==> src/rtl/gpio_input_debouncer.sv <==
// Pin conditioning ahead of the GPIO input path: two-flop synchronizer, then a per-bit debounce counter
// producing clean levels and one-cycle rise/fall strobes. Define GPIO_DEBOUNCE_IRQ_EN for sticky pending bits and irq.
module gpio_input_debouncer #(
   parameter int WIDTH           = 4,
   parameter int CNT_WIDTH       = 20,
   parameter int DEBOUNCE_CYCLES = 100000
) (
   input  logic             clk,
   input  logic             reset,
   input  logic [WIDTH-1:0] pin_in,
   input  logic [WIDTH-1:0] enable,
   output logic [WIDTH-1:0] clean_out,
   output logic [WIDTH-1:0] rise_pulse,
   output logic [WIDTH-1:0] fall_pulse,
   input  logic [WIDTH-1:0] irq_clr,
   output logic             irq
);

   localparam logic [CNT_WIDTH-1:0] TERM_CNT = CNT_WIDTH'(DEBOUNCE_CYCLES - 1);
   localparam logic [CNT_WIDTH-1:0] CNT_ONE  = CNT_WIDTH'(1);

   logic [WIDTH-1:0]     sync1;
   logic [WIDTH-1:0]     sync2;
   logic [CNT_WIDTH-1:0] cnt [WIDTH];

   // Pure flop-to-flop path so the first stage has a full cycle to resolve metastability.
   always_ff @(posedge clk or posedge reset) begin
      if (reset) begin
         sync1 <= '0;
         sync2 <= '0;
      end else begin
         sync1 <= pin_in;
         sync2 <= sync1;
      end
   end

   always_ff @(posedge clk or posedge reset) begin
      if (reset) begin
         clean_out  <= '0;
         rise_pulse <= '0;
         fall_pulse <= '0;
         for (int i = 0; i < WIDTH; i++) begin
            cnt[i] <= '0;
         end
      end else begin
         rise_pulse <= '0;
         fall_pulse <= '0;
         for (int i = 0; i < WIDTH; i++) begin
            if (!enable[i] || (sync2[i] == clean_out[i])) begin
               cnt[i] <= '0;
            end else if (cnt[i] == TERM_CNT) begin
               // Terminal count: commit the new level and strobe in the same cycle.
               cnt[i]        <= '0;
               clean_out[i]  <= sync2[i];
               rise_pulse[i] <= sync2[i];
               fall_pulse[i] <= ~sync2[i];
            end else begin
               cnt[i] <= cnt[i] + CNT_ONE;
            end
         end
      end
   end

`ifdef GPIO_DEBOUNCE_IRQ_EN
   logic [WIDTH-1:0] pending;

   // A strobe arriving alongside a clear keeps the bit pending.
   always_ff @(posedge clk or posedge reset) begin
      if (reset) begin
         pending <= '0;
         irq     <= 1'b0;
      end else begin
         pending <= (pending & ~irq_clr) | rise_pulse | fall_pulse;
         irq     <= |pending;
      end
   end
`else
   logic unused_irq_clr;
   assign unused_irq_clr = |irq_clr;
   assign irq            = 1'b0;
`endif

endmodule

==> config.mk <==
export PLATFORM = sky130hd
export DESIGN_NAME = gpio_input_debouncer
export DESIGN_NICKNAME = d
export VERILOG_FILES = /design/src/rtl/gpio_input_debouncer.sv
export SDC_FILE = /design/constraint.sdc
export NUM_CORES = 1
export LEC_CHECK = 0
export ABC_AREA = 0
export CAP_MARGIN = 20
export CORE_MARGIN = 2
export CORE_UTILIZATION = 59
export DETAILED_ROUTE_END_ITERATION = 8
export PLACE_DENSITY = 0.84
export SLEW_MARGIN = 30
export SYNTH_ARGS = -nofsm -noshare
export SYNTH_HDL_FRONTEND = slang
export SYNTH_SLANG_ARGS = --single-unit
==> constraint.sdc <==
create_clock -name clk -period 4.75 [get_ports clk]
set_clock_uncertainty 0.2 [all_clocks]
set_input_delay 0.95 -clock clk [delete_from_list [all_inputs] [get_ports clk]]
set_output_delay 0.95 -clock clk [all_outputs]
set_load 0.02 [all_outputs]
* After elaboration in Yosys (flattened, before gate mapping)
Index checks and enable logic that the tools add are counted.
Storage, ports and cells: bits in registers 100, logic and storage cells 68
Operators by class: equality and inequality tests 8, reduce and logical (&&, ||, !) cells 12, muxes and demuxes 24, $add $sub $neg 4, bitwise gates (word level) 8
Operators by type and width (count):
- 20-bit 2-to-1 mux | 8
- 20-bit by 1-bit adder with 20-bit output (second input constant) | 4
- 20-bit by 17-bit equality test with 1-bit output (second input constant) | 4
- 1-bit 2-to-1 mux | 16
- 1-bit NOT | 8
- 2-bit AND reduction | 4
- 1-bit equality test | 4
- 1-bit zero test | 4
- 1-bit logical OR | 4

* Logic depth before layout (Yosys ltp)
Gate-level depths: netlist of run 1.
depth in word-level cells 4, mapped depth 6, mapped depth without buffers 5

* Least setup slack after synthesis of run 1
OpenSTA, ideal clock, no wires.
path type flip-flop to flip-flop, from register cnt[20] (netlist bit), to register clean_out[2], stages on the path, launching flop included 6, slack 2.503 ns, arrival 1.922 ns, path buffers 0, library setup time 0.125 ns, cells stage by stage dfrtp_1 ha_1 nand4_1 or4_1 nor3_1 mux2_2
Between the ends: cells in the longest elaborated chain, start to end 2
Ends and longest elaborated chain:
- from (decl) | line 24 | logic [CNT_WIDTH-1:0] cnt [WIDTH];
- from (signal, indexed assignment) | line 58 | cnt[i] <= cnt[i] + CNT_ONE;
- 20-bit by 17-bit equality test with 1-bit output | line 51 | end else if (cnt[i] == TERM_CNT) begin
- 2-bit AND reduction (no line)
- to (signal, indexed assignment) | line 54 | clean_out[i] <= sync2[i];
- to (decl) | line 12 | output logic [WIDTH-1:0] clean_out,
Every way passes these cells. A chain may end at the register's enable or synchronous reset.

* Final worst setup path of run 1
from register clean_out[2], to output port clean_out[2]
No word-level cell between the ends.

==> reports/results.ini, run 1 <==
[synth]
synth_area_leaders = dfrtp_1 (53%), xnor2_1 (7.8%), nor2_1 (5.9%)
synth_top_area_cell = dfrtp_1
synthCells = 470
synth_top_family_by_area = simple AND/OR/NAND/NOR gates
synth-compound-area-share = 0.05392
ys_seq_area_frac = 0.5312
synth_seq_cells = 100
ys_warn_count = 0
syn_avg_cell_area_sq_um = 10.02
synth.area.mux_share = 0.009562
synthAdderAreaFrac = 0.01062
synthSimpleGateAreaFrac = 0.2659
syn-num-nets = 488
synth_area_sq_mm = 0.004711
yosysTopAreaCellShare = 0.5312
synth_cell_type_count = 42
synth-xor-area-share = 0.1060

[clock_tree]
clk_path_buf_depth = 2
cts_resized = 0
clockRootBuffer = clkbuf_8
path_clk_slew_ps = 110
post-cts-setup-buffers = 0
postCtsHoldBufs = 0
clock-sinks = 100
clk-insertion-delay-late_ps = 370
cts_made_buffers = 9
htreeDepth = 3
cts_tree = built

[timing]
hold_violations = 0
max_freq_mhz = 387.4
rsz0062_at_grt = false
whs_ps = 158.5
drv_slew = 0
tightestPinTransition_ps = 780.9
setup-violations-final = 0
period_needed_ps = 2581
relSlewSlack = 0.4791
fin_crit_sh = 0.5434
finalSetupTns_ps = 0

[power_and_ir_drop]
power_frac_comb = 0.031
sequentialPowerShare = 0.603
power.switching_uw = 345.3
ir_drop_uv = 164.3
powerDensity_mw_per_mm2 = 273.6
leakage_uw = 0.002007
total_power_uw = 1431
clock_power_share = 0.366
internal-power_uw = 1086
p_sw_frac = 0.2413

[grt]
grt_pass1_wl_um = 15890
grt_pass1_vias = 3501
grt_overflow = 0
grt_start_max_net_pins = 61
track_usage = 0.2289
antenna_found_initial = 0

[cells_and_area]
syn_to_final_growth_pct = 11.05
diodes = 0
multi_input_area_sq_mm = 0.002116
final_nets = 514
fin_cells = 603
fin_area_sq_mm = 0.005231
fillCellCount = 581
drive_above_1_share = 0.07984
area.sequential_sq_mm = 0.002502

[placement]
hpwl_um = 6024
portBuffers = 21
placed_area_sq_mm = 0.005041
dp.cells = 587
routabilityCongestion = 0.8678

[setup_path]
cp.required_ps = 3600
critPathCaptureType = output port
crit_path_cell_trace = clkdlybuf4s50_1
crit_fanout = 3
cp_num_buf_inv = 1
critPathArrivalTime_ps = 1430
cp_slowest_cell = clkdlybuf4s50_1
reg2reg_from = cnt[20]
critPathKind = reg -> out
crit_family = buffers and inverters
cpPeakStageDelay_ps = 630
cp-startpoint = clean_out[2]
worst_setup_path_start_kind = flop

[drt]
viasPerCell = 5.806
ant_nets = 0
drtIter0Drc = 186
vias = 3501
routed_wl_um = 8746
wl_per_cell_um = 14.50
drc_errors = 0
drtPass1Iterations = 4

[hold_path]
min_path_type = reg -> reg
worstHoldStart = sync1[1]

[floorplan]
start_util = 0.6096
io_pins = 27
std_cell_rows = 32
die_w_um = 93.36
core-area_sq_mm = 0.007727
die-area_sq_mm = 0.008715
die_y_um = 93.36

[job]
drv_cap = 0

[outcome]
status = completed

-- final cells by class --
cell class,count,area share
clock inverters,6,0.01005
flip-flops and latches,100,0.4784
inverters,18,0.01339
well taps,102,0.02440
multi-input cells,344,0.4044
repair buffers,23,0.04305
clock buffers,10,0.02631
-- metrics by stage --
stage	utilization	setup slack [ps]
5_1_grt	0.6770	2095
3_5_place_dp	0.6524	2201
6_report	0.6770	2169
2_1_floorplan	-	981.2
3_3_place_gp	0.6509	2172
4_1_cts	0.6770	2158
-- layer usage --
| layer | GRT usage | up-vias | part of all wire |
|---|---|---|---|
| li1 | - | 1709 | - |
| met1 | 0.2981 | 1716 | 0.46 |
| met2 | 0.3777 | 62 | 0.49 |
| met3 | 0.05560 | 14 | 0.032 |
| met4 | 0.07721 | 0 | 0.015 |
| met5 | 0 | - | 0 |
-- worst paths after layout --
path | to | slack (ps) | depth (start not counted)
worst min-delay path | sync2[1] | 160 | 0
min in group asynchronous | sync2[1] | 850 | 2
max in group asynchronous | cnt[72] | 2690 | 3
worst min register to register | sync2[1] | 160 | 0
worst max register to register | clean_out[2] | 2230 | 5
worst max-delay path | clean_out[2] | 2170 | 1
-- placed cells by master, fill, tap and decap left out, types with 5 or more instances in the layout --
cell and instances:
dfrtp_1 100, nor2_1 74, xnor2_1 42, nand2_1 28
nand4_1 23, nand3_1 22, clkdlybuf4s50_1 21, nor4_1 19
a21oi_1 18, inv_1 17, nor3_1 17, xor2_1 15
or3_1 14, o21ai_0 13, clkbuf_8 10, and4_1 7
or4_1 5, inv_6 5
-- cells in the mapped netlist, drive strengths merged --
master  number
and2         5
or4          6
buf          3
conb         1
nand4b       1
inv         18
nor4        19
o41ai        1
o21ai       13
clkbuf       5
xnor2       42
o31ai        3
xor2        15
or3b         1
and3         3
a31o         2
nor3b        1
nand2       28
nand3       24
dfrtp      100
o21bai       4
ha           4
or2          2
mux2         4
and3b        1
and4         7
nand4       24
a21oi       19
nor4bb       2
nor4b        4
nor3        17
nor2        74
or3         17
-- power groups by stage --
stage | Clock (uW) | Sequential [uW] | Combinational [uW]
5_1_grt | 573 | 864 | 52.5
3_5_place_dp | 0 | 880 | 46.8
6_report | 524 | 863 | 44.9
2_1_floorplan | 0 | 878 | 29.9
3_3_place_gp | 0 | 879 | 45.2
4_1_cts | 539 | 863 | 47.0
-- flip-flops by register name (all words and copies together) (netlist names) --
register,flops
cnt,80
fall_pulse,4
rise_pulse,4
sync2,4
clean_out,4
sync1,4
-- kinds of logic (layout without fill, tap and decap cells) --
group,count (synthesis),after routing
compound gates,42,42
xor+xnor,57,57
fa+ha+maj,4,4
buf+inv,26,57
flops,100,100
mux,4,4
other cells,1,1
simple gates,236,236
Power figures use the tool's default switching activity.
==> run 2, diff against run 1 <==
Clock period 4.75 ns to 2.7 ns, I/O delays scaled along.
==> run 2 against run 1 <==
Compared with the run above:
- cell count up 0.50%
- worst setup slack lost 1800 ps
- die area unchanged
- cell area is 1.2% higher
- sequential power grew 76%
- routed wire length is 2.7% higher
- utilization up 0.79 points
- flip-flop and latch count unchanged
- global-route usage barely moved
- critical path type is now reg -> reg
- highest routed layer unchanged
==> reports/results.ini, run 2 (synthesis results as in run 1) <==
[outcome]
status = completed

[clock_tree]
clk-insertion-delay-late_ps = 360
cts_made_buffers = 9
postCtsHoldBufs = 0
cts_resized = 0
post-cts-setup-buffers = 0
clockRootBuffer = clkbuf_8
path_clk_slew_ps = 100
htreeDepth = 3
clk_path_buf_depth = 2
clock-sinks = 100
cts_tree = built

[timing]
hold_violations = 0
setup-violations-final = 0
rsz0062_at_grt = false
setup_slack_ps = 350.1
tightestPinTransition_ps = 765.6
period_needed_ps = 2350
relSlewSlack = 0.4892
max_freq_mhz = 425.6
fin_crit_sh = 0.8703
drv_slew = 0
finalSetupTns_ps = 0

[grt]
track_usage = 0.2292
grt_pass1_vias = 3539
antenna_found_initial = 0
grt_pass1_wl_um = 16000
grt_overflow = 0
grt_start_max_net_pins = 49

[drt]
drc_errors = 0
wl_met3_um = 320
wl_per_cell_um = 14.82
drtIter0Drc = 170
ant_nets = 0
vias = 3575
dr.max_layer_used = met4
wl_met1_um = 4029
drtPass1Iterations = 4
viasPerCell = 5.899
routed_wl_um = 8983
met2_length_um = 4578

[cells_and_area]
regMostFlops = cnt
largest_register_ffs = 80
diodes = 0
fillCellCount = 573
drive_above_1_share = 0.08333
final_cell_mix = dfrtp_1 (100), nor2_1 (74), xnor2_1 (42), nand2_1 (28), nand4_1 (23)
syn_to_final_growth_pct = 12.35
final_common_cell = dfrtp_1
final_nets = 517

[setup_path]
critPathKind = reg -> reg
cpPeakStageDelay_ps = 610
cp.required_ps = 2750
critPathCaptureType = flop
critPathArrivalTime_ps = 2400
crit_path_cell_trace = or3_1 > or4_1 > nor3_1 > mux2_2
regToRegSetupSlack_ps = 350
worst_setup_path_start_kind = flop
crit_fanout = 5
cp_slowest_cell = or4_1

[power_and_ir_drop]
leakage_uw = 0.002028
powerDensity_mw_per_mm2 = 489.1
ir_drop_uv = 356.8
p_sw_frac = 0.2348
internal-power_uw = 1981
clock_power_share = 0.380
sequentialPowerShare = 0.587
power_frac_comb = 0.033
power.switching_uw = 607.9

[floorplan]
std_cell_rows = 32
io_pins = 27
core-area_sq_mm = 0.007727
die_w_um = 93.36
die-area_sq_mm = 0.008715
die_y_um = 93.36
start_util = 0.6096

[placement]
routabilityCongestion = 0.8672
pre_cts_ws_ps = 384.6
hpwl_um = 6269
portBuffers = 21

[hold_path]
min_path_type = reg -> reg

[job]
drv_cap = 0

[run 2: final timing paths]
check                           startpoint  depth (start not counted)             to
min in group asynchronous            reset                          2  rise_pulse[2]
worst min register to register    sync1[1]                          0       sync2[1]
worst min-delay path              sync1[1]                          0       sync2[1]
max in group asynchronous            reset                          3        cnt[63]
worst max-delay path               cnt[37]                          4   clean_out[2]
worst max register to register     cnt[37]                          4   clean_out[2]
[run 2: power groups by stage]
stage | registers (uW) | logic (uW) | clock network (uW)
CTS | 1520 | 88.6 | 1010
global placement | 1550 | 85.8 | 0
floorplan | 1540 | 52.9 | 0
detailed placement | 1550 | 88.6 | 0
global route | 1520 | 99.4 | 1070
finish | 1520 | 85.7 | 984
[run 2: through the flow]
stage	cell area (sq um)	hold WS (ps)	instances	power [uW]	utilization
floorplan	4715	131.2	470	1598	-
global placement	5079	133.5	590	1632	0.6572
detailed placement	5086	137.9	590	1637	0.6582
CTS	5293	162.4	606	2615	0.6849
global route	5293	180.0	606	2688	0.6849
finish	5293	158.7	606	2589	0.6849
[run 2: area by class of cell]
type                    instances  area, sq um  area share
clock buffers                   9        123.9     0.02340
flip-flops and latches        100         2502      0.4728
repair buffers                 26        272.8     0.05154
clock inverters                 7        82.58     0.01560
well taps                     102        127.6     0.02411
inverters                      18        71.32     0.01348
multi-input cells             344         2112      0.3991
[run 2: metal layers]
| layer | global-route usage | up-vias |
|---|---|---|
| met2 | 0.3873 | 67 |
| met1 | 0.2989 | 1779 |
| met4 | 0.05637 | 0 |
| met5 | 0 | - |
| li1 | - | 1722 |
| met3 | 0.05641 | 7 |
[run 2: worst max-delay path, delay by kind of cell, from the launching register on]
family,cells,cell delay (ps)
DFF,1,420
and+or+nand+nor,3,1250
muxes,1,370
==> run 3, diff against run 2 <==
Settings changed: CORE_UTILIZATION 59 to 54, PLACE_DENSITY 0.84 to 0.81.
Clock period 2.7 ns to 2.15 ns, I/O delays scaled along.
==> run 3 against run 2 <==
Compared with the run above:
- cell area is 3.9% higher
- worst setup slack worse by 290 ps
- largest power group unchanged
- cell count is 5.0% higher
- worst hold slack better by 2.0 ps
- first-iteration DRC count is 16% lower
- critical path depth stayed put
- highest routed layer unchanged
- clock-buffer cell count is 1 higher
- maximum frequency is 12% higher
==> reports/results.ini, run 3 (synthesis results as in run 1) <==
[outcome]
status = completed

[cells_and_area]
diodes = 0
fillCellCount = 687
syn_to_final_growth_pct = 16.71
regMostFlops = cnt
final_cell_mix = dfrtp_1 (100), nor2_1 (74), xnor2_1 (42), buf_4 (29), nand2_1 (28)
final_common_cell = dfrtp_1
fin_cells = 636
largest_register_ffs = 80
final_nets = 543
drive_above_1_share = 0.1307

[clock_tree]
post-cts-setup-buffers = 0
clk-insertion-delay-late_ps = 360
cts_tree = built
htreeDepth = 3
clockRootBuffer = clkbuf_8
clock-sinks = 100
clk_path_buf_depth = 2
postCtsHoldBufs = 0
path_clk_slew_ps = 90
cts_made_buffers = 9
cts_resized = 0

[setup_path]
critPathKind = reg -> reg
cp.required_ps = 2210
crit_fanout = 3
critPathArrivalTime_ps = 2150
critPathCaptureType = flop
cp_slowest_cell = or4_4
crit_family = simple AND/OR/NAND/NOR gates
worst_setup_path_start_kind = flop
crit_path_cell_trace = or3_1 > or4_4 > nor3_4 > mux2_4
cpPeakStageDelay_ps = 570
cp_num_buf_inv = 0

[drt]
viasPerCell = 5.722
drtPass1Iterations = 6
wl_met3_um = 322
vias = 3639
drtIter0Drc = 142
wl_per_cell_um = 14.40
wl_met1_um = 4221
dr.max_layer_used = met4
ant_nets = 0
drc_errors = 0
met2_length_um = 4483
routed_wl_um = 9161

[timing]
tightestPinTransition_ps = 572.6
rsz0062_at_grt = false
finalSetupTns_ps = 0
drv_slew = 0
max_freq_mhz = 477.8
setup-violations-final = 0
fin_crit_sh = 0.9735
whs_ps = 160.8
period_needed_ps = 2093
relSlewSlack = 0.6148
hold_violations = 0

[grt]
antenna_found_initial = 0
grt_pass1_vias = 3690
grt_overflow = 0
grt_start_max_net_pins = 101
grt_pass1_wl_um = 16540
track_usage = 0.2105

[job]
drv_cap = 0

[placement]
routabilityCongestion = 0.8424
hpwl_um = 6282
dp.cells = 622
portBuffers = 21

[floorplan]
io_pins = 27
die_w_um = 97.40
start_util = 0.5482
die_y_um = 97.40
core-area_sq_mm = 0.008593
std_cell_rows = 34
die-area_sq_mm = 0.009487

[power_and_ir_drop]
ir_drop_uv = 387.6
total_power_uw = 3157
leakage_uw = 0.002143
powerDensity_mw_per_mm2 = 574.3

[hold_path]
min_path_type = reg -> reg

## run 3: cell types whose count changed in the layout (fill, tap and decap cells not counted), moves of 2 or more
cell,change
nor3_1,-3
clkinvlp_4,+2
or4_1,-2
or4_4,+2
inv_8,-2
buf_4,+26
nor3_2,+2
## run 3: final timing paths
| kind | from | end | slack, ps | depth (start not counted) |
|---|---|---|---|---|
| worst min register to register | sync1[0] | sync2[0] | 160 | 0 |
| max in group asynchronous | reset | cnt[1] | 970 | 3 |
| worst max register to register | cnt[37] | clean_out[2] | 60 | 4 |
| worst min-delay path | sync1[0] | sync2[0] | 160 | 0 |
| worst max-delay path | cnt[37] | clean_out[2] | 60 | 4 |
| min in group asynchronous | reset | sync2[0] | 320 | 3 |
## run 3: final cells by class
type / count / area [sq um] / share of cell area
inverters: 18 / 71.32 / 0.01297
flip-flops and latches: 100 / 2502 / 0.4552
clock inverters: 4 / 52.55 / 0.009558
multi-input cells: 344 / 2141 / 0.3894
repair buffers: 52 / 467.9 / 0.08512
well taps: 108 / 135.1 / 0.02458
clock buffers: 10 / 127.6 / 0.02321
## run 3: report_power, final
| group | switching, uW | total (uW) | internal (uW) |
|---|---|---|---|
| combinational | 74.6 | 116 | 41.0 |
| clock | 611 | 1140 | 525 |
| sequential | 11.5 | 1900 | 1890 |
| total | 697 | 3160 | 2460 |
## run 3: worst reg2reg max path, stage by stage (launching register included)
cell and delay (ps):
dfrtp_1 380, or3_1 380, or4_4 570, nor3_4 160
mux2_4 320
## run 3: metal layers
metal / global-route usage / up-vias
met5: 0 / -
met4: 0.05983 / 0
met3: 0.06259 / 19
met2: 0.3358 / 74
met1: 0.2825 / 1786
li1: - / 1760
## run 3: stage by stage
step	setup slack, ps	utilization	area [sq um]
after floorplan	43.36	-	4723
after global placement	48.81	0.6156	5290
after detailed placement	25.42	0.6156	5290
after CTS	11.36	0.6366	5470
after global routing	8.257	0.6398	5498
final	56.94	0.6398	5498
